<file path="config.mk">
export PLATFORM = sky130hd
export DESIGN_NAME = grant_monitor
export DESIGN_NICKNAME = d
export VERILOG_FILES = /design/src/rtl/grant_monitor_pkg.sv /design/src/rtl/grant_monitor_sat_counter.sv /design/src/rtl/grant_monitor.sv
export SDC_FILE = /design/constraint.sdc
export NUM_CORES = 1
export LEC_CHECK = 0
export CORE_MARGIN = 2
export CORE_UTILIZATION = 40
export CTS_CLUSTER_SIZE = 8
export DETAILED_ROUTE_END_ITERATION = 7
export GPL_ROUTABILITY_DRIVEN = 0
export PLACE_DENSITY_LB_ADDON = 0.3
export SETUP_SLACK_MARGIN = 0.02
export SLEW_MARGIN = 20
export SYNTH_ARGS = -nofsm -noshare
export SYNTH_HDL_FRONTEND = slang
export SYNTH_HIERARCHICAL = 1
export SYNTH_SLANG_ARGS = --single-unit
</file>
<file path="constraint.sdc">
create_clock -name clk -period 2.02 [get_ports clk]
set_clock_uncertainty 0.05 [all_clocks]
set_input_delay 0.202 -clock clk [delete_from_list [all_inputs] [get_ports clk]]
set_output_delay 0.202 -clock clk [all_outputs]
set_load 0.05 [all_outputs]
</file>
<file path="src/rtl/grant_monitor_pkg.sv">
// rtl/grant_monitor_pkg.sv - shared arbitration types: window FSM states and source-index width
package grant_monitor_pkg;

    typedef enum logic [1:0] {
        ST_IDLE  = 2'd0,
        ST_COUNT = 2'd1,
        ST_SNAP  = 2'd2
    } state_t;

    // A single requester still needs a 1-bit source index.
    function automatic int src_width(input int num_reqs);
        return (num_reqs > 1) ? $clog2(num_reqs) : 1;
    endfunction

endpackage

</file>
<file path="src/rtl/grant_monitor_sat_counter.sv">
// rtl/grant_monitor_sat_counter.sv - per-requester saturating service counter
module sat_counter #(
    parameter int CWID = 8
) (
    input  logic            clk,
    input  logic            rst,
    input  logic            clr,
    input  logic            inc,
    output logic [CWID-1:0] count
);

    logic [CWID-1:0] r_count;

    // clr restarts the count, seeding it with the grant of the clearing cycle.
    always_ff @(posedge clk or posedge rst) begin
        if (rst) begin
            r_count <= '0;
        end else if (clr) begin
            r_count <= CWID'(inc);
        end else if (inc && (r_count != {CWID{1'b1}})) begin
            r_count <= r_count + CWID'(1);
        end
    end

    assign count = r_count;

endmodule

</file>
<file path="src/rtl/grant_monitor.sv">
// rtl/grant_monitor.sv - grant output stage, multi-hot error flag and windowed per-requester service counts
module grant_monitor
    import grant_monitor_pkg::*;
#(
    parameter  int NUM_REQS = 4,
    parameter  int WIDTH    = 8,
    parameter  int CWID     = 8,
    parameter  int WINDOW   = 16,
    localparam int SRCW     = src_width(NUM_REQS)
) (
    input  logic                     clk,
    input  logic                     rst,
    input  logic [NUM_REQS-1:0]      gnt,
    input  logic [WIDTH-1:0]         data_in,
    input  logic                     en,
    output logic                     out_valid,
    output logic [WIDTH-1:0]         out_data,
    output logic [SRCW-1:0]          out_src,
    output logic                     err,
    output logic                     snap_valid,
    output logic [NUM_REQS*CWID-1:0] flat_counts
);

    localparam int WCW = $clog2(WINDOW + 1);

    logic                     w_any;
    logic                     w_multi;
    logic [NUM_REQS-1:0]      w_low;
    logic [SRCW-1:0]          w_src;
    logic                     w_counting;
    logic                     w_clr;
    logic [NUM_REQS-1:0]      w_inc;
    logic [CWID-1:0]          w_count [NUM_REQS];
    logic [NUM_REQS*CWID-1:0] w_next_flat;

    logic                     r_out_valid;
    logic [WIDTH-1:0]         r_out_data;
    logic [SRCW-1:0]          r_out_src;
    logic                     r_err;
    logic                     r_snap_valid;
    logic [NUM_REQS*CWID-1:0] r_flat;
    logic [WCW-1:0]           r_wcnt;
    state_t                   r_state;

    assign w_any   = |gnt;
    assign w_multi = |(gnt & (gnt - NUM_REQS'(1)));
    assign w_low   = gnt & (~gnt + NUM_REQS'(1));

    always_comb begin
        w_src = '0;
        for (int i = NUM_REQS - 1; i >= 0; i--) begin
            if (gnt[i]) begin
                w_src = SRCW'(i);
            end
        end
    end

    always_ff @(posedge clk or posedge rst) begin
        if (rst) begin
            r_out_valid <= 1'b0;
            r_out_data  <= '0;
            r_out_src   <= '0;
            r_err       <= 1'b0;
        end else begin
            r_out_valid <= w_any;
            if (w_any) begin
                r_out_data <= data_in;
            end
            if (w_any && !w_multi) begin
                r_out_src <= w_src;
            end
            if (w_multi) begin
                r_err <= 1'b1;
            end
        end
    end

    // The SNAP-cycle grant seeds the next window rather than the one being captured.
    assign w_counting = (r_state == ST_COUNT) || (r_state == ST_SNAP);
    assign w_clr      = (r_state == ST_SNAP);

    for (genvar i = 0; i < NUM_REQS; i++) begin : g_cnt
        assign w_inc[i] = w_low[i] && w_counting;

        sat_counter #(.CWID(CWID)) u_sat_counter (
            .clk   (clk),
            .rst   (rst),
            .clr   (w_clr),
            .inc   (w_inc[i]),
            .count (w_count[i])
        );

        assign w_next_flat[i*CWID +: CWID] =
            (w_inc[i] && (w_count[i] != {CWID{1'b1}})) ? w_count[i] + CWID'(1) : w_count[i];
    end

    // Snapshot is taken from the counters' next values so snap_valid and data line up.
    always_ff @(posedge clk or posedge rst) begin
        if (rst) begin
            r_state      <= ST_IDLE;
            r_wcnt       <= '0;
            r_snap_valid <= 1'b0;
            r_flat       <= '0;
        end else begin
            r_snap_valid <= 1'b0;
            case (r_state)
                ST_IDLE: begin
                    if (en) begin
                        r_state <= ST_COUNT;
                    end
                end
                ST_COUNT: begin
                    r_wcnt <= r_wcnt + WCW'(1);
                    if (r_wcnt == WCW'(WINDOW - 1)) begin
                        r_state      <= ST_SNAP;
                        r_snap_valid <= 1'b1;
                        r_flat       <= w_next_flat;
                    end else if (!en) begin
                        r_state <= ST_IDLE;
                    end
                end
                ST_SNAP: begin
                    r_wcnt  <= '0;
                    r_state <= en ? ST_COUNT : ST_IDLE;
                end
                default: begin
                    r_state <= ST_IDLE;
                end
            endcase
        end
    end

    assign out_valid   = r_out_valid;
    assign out_data    = r_out_data;
    assign out_src     = r_out_src;
    assign err         = r_err;
    assign snap_valid  = r_snap_valid;
    assign flat_counts = r_flat;

endmodule

</file>
After elaboration in Yosys (flattened, before gate mapping)
Index checks and enable logic that the tools add are counted.

Bits in registers: 84. Bits in latches: 0. RAM bits: 0. Bits in read-only memories: 0. Input port bits: 15. Output and inout bits: 45. Logic and storage cells: 68. Memories: 0.

$add $sub $neg: 7. Multipliers: 0. Divide/modulo/power cells: 0. Magnitude comparators: 0. Equality and inequality tests: 9. Shift-type cells: 0. Muxes and demuxes: 20. Bitwise gates (word level): 3. Reduce and logical (&&, ||, !) cells: 17.

Operator list (count): $mux W8 (8); $add A8 B1 Y8 const B (4); $ne A8 B8 Y1 const B (4); $mux W2 (7); $pmux W5 S2 (1); $logic_and A1 B1 Y1 (9); $and A4 B4 Y4 (2); $reduce_or A4 Y1 (2); $pmux W2 S3 (1); $add A5 B1 Y5 const B (1); $eq A5 B4 Y1 const B (1); $add A4 B1 Y4 const B (1); $not A4 Y4 (1); $reduce_and A2 Y1 (2); $sub A4 B1 Y4 const B (1); $mux W1 (3); $ne A3 B2 Y1 const B (1); $eq A2 B1 Y1 const B (1); $eq A2 B2 Y1 const B (1); $logic_not A2 Y1 (1); $ne A2 B2 Y1 const B (1); $reduce_bool A2 Y1 (1); $logic_not A1 Y1 (1); $logic_or A1 B1 Y1 (1).

Depth between registers and ports, before layout
Depth after elaboration: 7. Gate-level depth with buffers: 9. Gate-level depth less buffers: 8.

Modules after synthesis
Netlist, hierarchy kept.

By module, submodules not included: grant_monitor (times used 1, cells an instance 306, area an instance 2940.3 sq um, seq. area each 1301.2 sq um); sat_counter (times used 4, cells an instance 47, area an instance 450.4 sq um, seq. area each 200.2 sq um).

Worst setup path after synthesis
OpenSTA, ideal clock, no wires.

Path type: register -> register. Start: register r_state[0]. End: register g_cnt[3].u_sat_counter.r_count[7]. Library setup time: 0.155 ns. Arrival: 1.876 ns. Required time: 1.815 ns. Setup slack: -0.061 ns. Cell stages (with the launch flop): 10. Path buffers: 1. Clock period less this slack: 2.081 ns. Cell sequence: dfrtp_1 inv_1 ha_1 nor2b_2 nand3_4 buf_6 inv_1 nand4_2 o311ai_0 o41ai_1.

Cells in the longest elaborated chain, start to end: 6. Elaborated cells between the ends (all ways): 7. Those cells by class: 2 x eq/ne; 2 x mux; 3 x reduce/logical.

Ends and longest elaborated chain: start: declaration (RTL line grant_monitor.sv:43) `state_t r_state;`; start signal: assignment (RTL line grant_monitor.sv:124) `r_state <= en ? ST_COUNT : ST_IDLE;`; $eq A2 B1 Y1 or $eq A2 B2 Y1 (tied branches) (RTL line grant_monitor.sv:79) `assign w_counting = (r_state == ST_COUNT) || (r_state == ST_SNAP);`; $logic_or A1 B1 Y1 (*) (RTL line grant_monitor.sv:79); $logic_and A1 B1 Y1 (*) (RTL line grant_monitor.sv:83) `assign w_inc[i] = w_low[i] && w_counting;`; net w_inc[3] (RTL line grant_monitor.sv:32) `logic [NUM_REQS-1:0] w_inc;`; $logic_and A1 B1 Y1 (*) (RTL line grant_monitor_sat_counter.sv:20) `end else if (inc && (r_count != {CWID{1'b1}})) begin`; $mux W8 (*); $mux W8 (*) (RTL line grant_monitor_sat_counter.sv:18) `end else if (clr) begin`; end signal: assignment (RTL line grant_monitor_sat_counter.sv:19) `r_count <= CWID'(inc);`; end signal: assignment (RTL line grant_monitor_sat_counter.sv:21) `r_count <= r_count + CWID'(1);`; end: declaration (RTL line grant_monitor_sat_counter.sv:12) `logic [CWID-1:0] r_count;`.

The timed path passes the listed nets; every way through them passes the cells marked *. A chain may end at the register's enable or synchronous reset.

Worst setup path in the final report
Start: register r_state[0]. End: register r_flat[28] (netlist: flat_counts[28]).

Cells in the longest elaborated chain, start to end: 5. Elaborated cells between the ends (all ways): 7. Those cells by class: 2 x eq/ne; 1 x mux; 4 x reduce/logical.

Ends and longest elaborated chain: $eq A2 B1 Y1 or $eq A2 B2 Y1 (tied branches) (RTL line grant_monitor.sv:79, grant_monitor.sv:106); $logic_or A1 B1 Y1 (RTL line grant_monitor.sv:79); $logic_and A1 B1 Y1 (RTL line grant_monitor.sv:83); $logic_and A1 B1 Y1 (RTL line grant_monitor.sv:94) `(w_inc[i] && (w_count[i] != {CWID{1'b1}})) ? w_count[i] + CWID'(1) : w_count[i];`; $mux W8; end signal: assignment (RTL line grant_monitor.sv:117) `r_flat <= w_next_flat;`; end: declaration (RTL line grant_monitor.sv:41) `logic [NUM_REQS*CWID-1:0] r_flat;`.

Parallel ways exist; a longest one is shown, timed or not.

==> results by group <==
Global routing
  – First-pass GRT wire length: 20.1 mm
  – Initial antenna violation count: 0
  – Vias in the first global route: 4047
  – Largest net degree at the start of global routing: 32
  – Global Route Usage Sum: 0.195
  – Grt total ovfl: 0

Route
  – 1st-iter DRT viols: 255
  – Total number of vias: 4276
  – Final ANT Viol Nets: 0
  – DRC viols: 5
  – Total Wirelength: 12.2 mm
  – Routed wire per std cell: between 15 and 20 um
  – Via density: 5.73
  – Detailed Routing Iterations Pass 1: 7

Yosys
  – Sequential share of the synthesized area: 0.443
  – Post-synth EDFFs: 0
  – Post-Synthesis Cell Area: 4740 sq um
  – Flops & latches, synth: 84
  – YS warnings: 6
  – Yosys cell types: 60
  – Synth area leader: dfrtp_1
  – Syn avg cell area: roughly 9.6 sq um
  – Commonest register cell after synthesis: dfrtp_1
  – Cells after Synth: 494
  – Top cell type's share of synthesized area: 0.443
  – FFs w/ async S/R, synth: 1.00
  – Syn Nets: 523
  – Largest cells by area after synthesis: dfrtp_1 44%, nand2_1 4.7%, ha_1 3.7%

Floorplan
  – Initial Util: 0.412
  – Chip width: 113 um
  – Top-Level Pins: 60
  – Core Footprint: 11500 sq um
  – Die Y: 113 um
  – Row count: 39
  – Die area: 12700 sq um

Run status
  – Status: finished, violations left
  – Failing checks: DRC

Layout
  – FILL cells: 1039
  – Most frequent cells in the layout: 84 x dfrtp_1, 59 x clkdlybuf4s50_1, 57 x nand2_1, 47 x buf_4, 32 x o21ai_0
  – Area Growth Syn to Fin: 31.1%
  – Inserted Diodes: 0
  – Nets: 629
  – Most common library cell in the layout ignoring fill and taps: dfrtp_1
  – Layout Cells excl Fill: roughly 750
  – Share of cells above drive strength 1: 0.166
  – Register area: 2100 sq um
  – Final Cell Area: 6210 sq um
  – Area of the multi-input gates: 2530 sq um

Worst setup path
  – Top delay family on crit path: simple AND/OR/NAND/NOR gates
  – Worst-path cell chain: inv_2, ha_4, nor2b_4, nand3_4, buf_4, or4_1, a31oi_1
  – Startpoint Class: flop
  – Critical path fanouts, max: 5
  – Crit path largest cell delay: 0.51 ns
  – Worst R2R Start: r_state[0]
  – Critical R2R Capture: flat_counts[28]
  – CP Buf/Inv Count: 2
  – Slowest CP cell: or4_1
  – Worst reg2reg path depth: 7
  – Crit Path Class: reg -> reg
  – Source of the critical timing path: r_state[0]
  – Crit path required time: 2.23 ns
  – Critical Path Sink Type: flop
  – R2r setup slk: 0.06 ns
  – Worst EP arrival: 2.17 ns

Flow run
  – Max-Cap Viols: 0

STA
  – Setup violations, final: 0
  – Final hold slack: 0.298 ns
  – Max-slew violations: 0
  – Worst-margin pin slew: 0.519 ns
  – F_max: 510 MHz
  – RSZ-0062 raised after global routing: yes
  – Fin crit share: 0.970
  – Rel. slew slack: 0.653
  – Tmin final: 1.96 ns
  – Fin. Hold Viols: 0

Hold path
  – Worst hold path class: in -> async

Place
  – Placement Cell Area: 5800 sq um
  – Placed insts: 727
  – PortBufs: 59
  – DP Wirelength: 8.70 mm

Power
  – Power per cell area: 1470 nW/um^2
  – Power Total: between 9 and 10 mW
  – Worst vdd ir: a little over 0.001 V
  – Leak: 2.64 nW

Clock tree
  – Clock slew at reported path FFs: 0.06 ns
  – TritonCTS clock tree: built
  – Clk root buf: clkbuf_16
  – Hold buffers post-CTS: 0
  – TritonCTS buffer count: 9
  – Clock buffer depth: 2
  – Skew-Pair Late Insertion Delay: 0.34 ns
  – Htree depth: 3
  – TritonCTS Sinks: 84
==> sequential cells by signal, indices dropped and copies added (netlist names), 2 cells and up <==
register and count:
r_state 2, out_src 2, r_wcnt 5, out_data 8, flat_counts 32, g_cnt.u_sat_counter/count 32
==> how the worst max path moves through the flow <==
stage	to	cells after the start
global route	flat_counts[28]	7
detailed placement	g_cnt[1].u_sat_counter/count[7]	5
global placement	g_cnt[3].u_sat_counter/count[5]	8
floorplan	g_cnt[3].u_sat_counter/count[7]	9
finish	flat_counts[28]	7
CTS	g_cnt[3].u_sat_counter/count[5]	8
==> per-stage QoR <==
stage	setup TNS (ns)	utilization	setup slack [ns]
floorplan	0	-	0.0273
global placement	-0.0296	0.503	-0.0296
detailed placement	-0.327	0.503	-0.129
CTS	0	0.530	0.0253
global route	-0.0571	0.540	-0.0384
finish	0	0.540	0.0608
==> where the power goes <==
part           leakage, nW  switching [mW]  internal [mW]
Sequential           0.974           0.797           2.34
Combinational         1.52            2.65           1.68
Clock                0.145           0.638           1.01
==> kinds of logic after synthesis <==
logic type,count (synthesis),share of synthesized area
AND/OR/NAND/NOR,188,0.220
AO/OA/AOI/OAI,133,0.190
flip-flops,84,0.443
buffers and inverters,43,0.0414
multiplexers,24,0.0528
adder cells (fa/ha/maj),15,0.0391
XOR/XNOR,7,0.0129
==> area by class of cell <==
cell class,count,share of cell area
tap,143,0.0288
timing repair buffer,109,0.160
clock buffer,12,0.0413
inverter,29,0.0181
clock inverter,2,0.00564
sequential,84,0.338
multi-input combinational,367,0.408
==> cell usage after synthesis (all sizes together), types with 9 or more instances <==
library cell / n
dfrtp: 84
nand2: 59
o21ai: 34
inv: 28
nand3: 23
a21oi: 22
nor2: 21
nand4: 19
mux2i: 16
a211oi: 14
ha: 14
and3: 13
a31oi: 10
nand2b: 10
nor3: 9
or4: 9
==> timing repair <==
item	4_1_cts	5_1_grt
setup endpoints to repair	10	26
resized for setup	2	19
pin swaps	0	6
setup buffers	0	5
==> layer usage <==
| layer | track usage | routed length, um | vias to the layer above |
|---|---|---|---|
| met5 | 0 | 0 | - |
| met3 | 0.0364 | 580 | 11 |
| li1 | - | - | 2061 |
| met2 | 0.321 | 5990 | 108 |
| met1 | 0.262 | 5500 | 2096 |
| met4 | 0.0667 | 158 | 0 |
No activity file was read; power rests on OpenSTA's default activity.
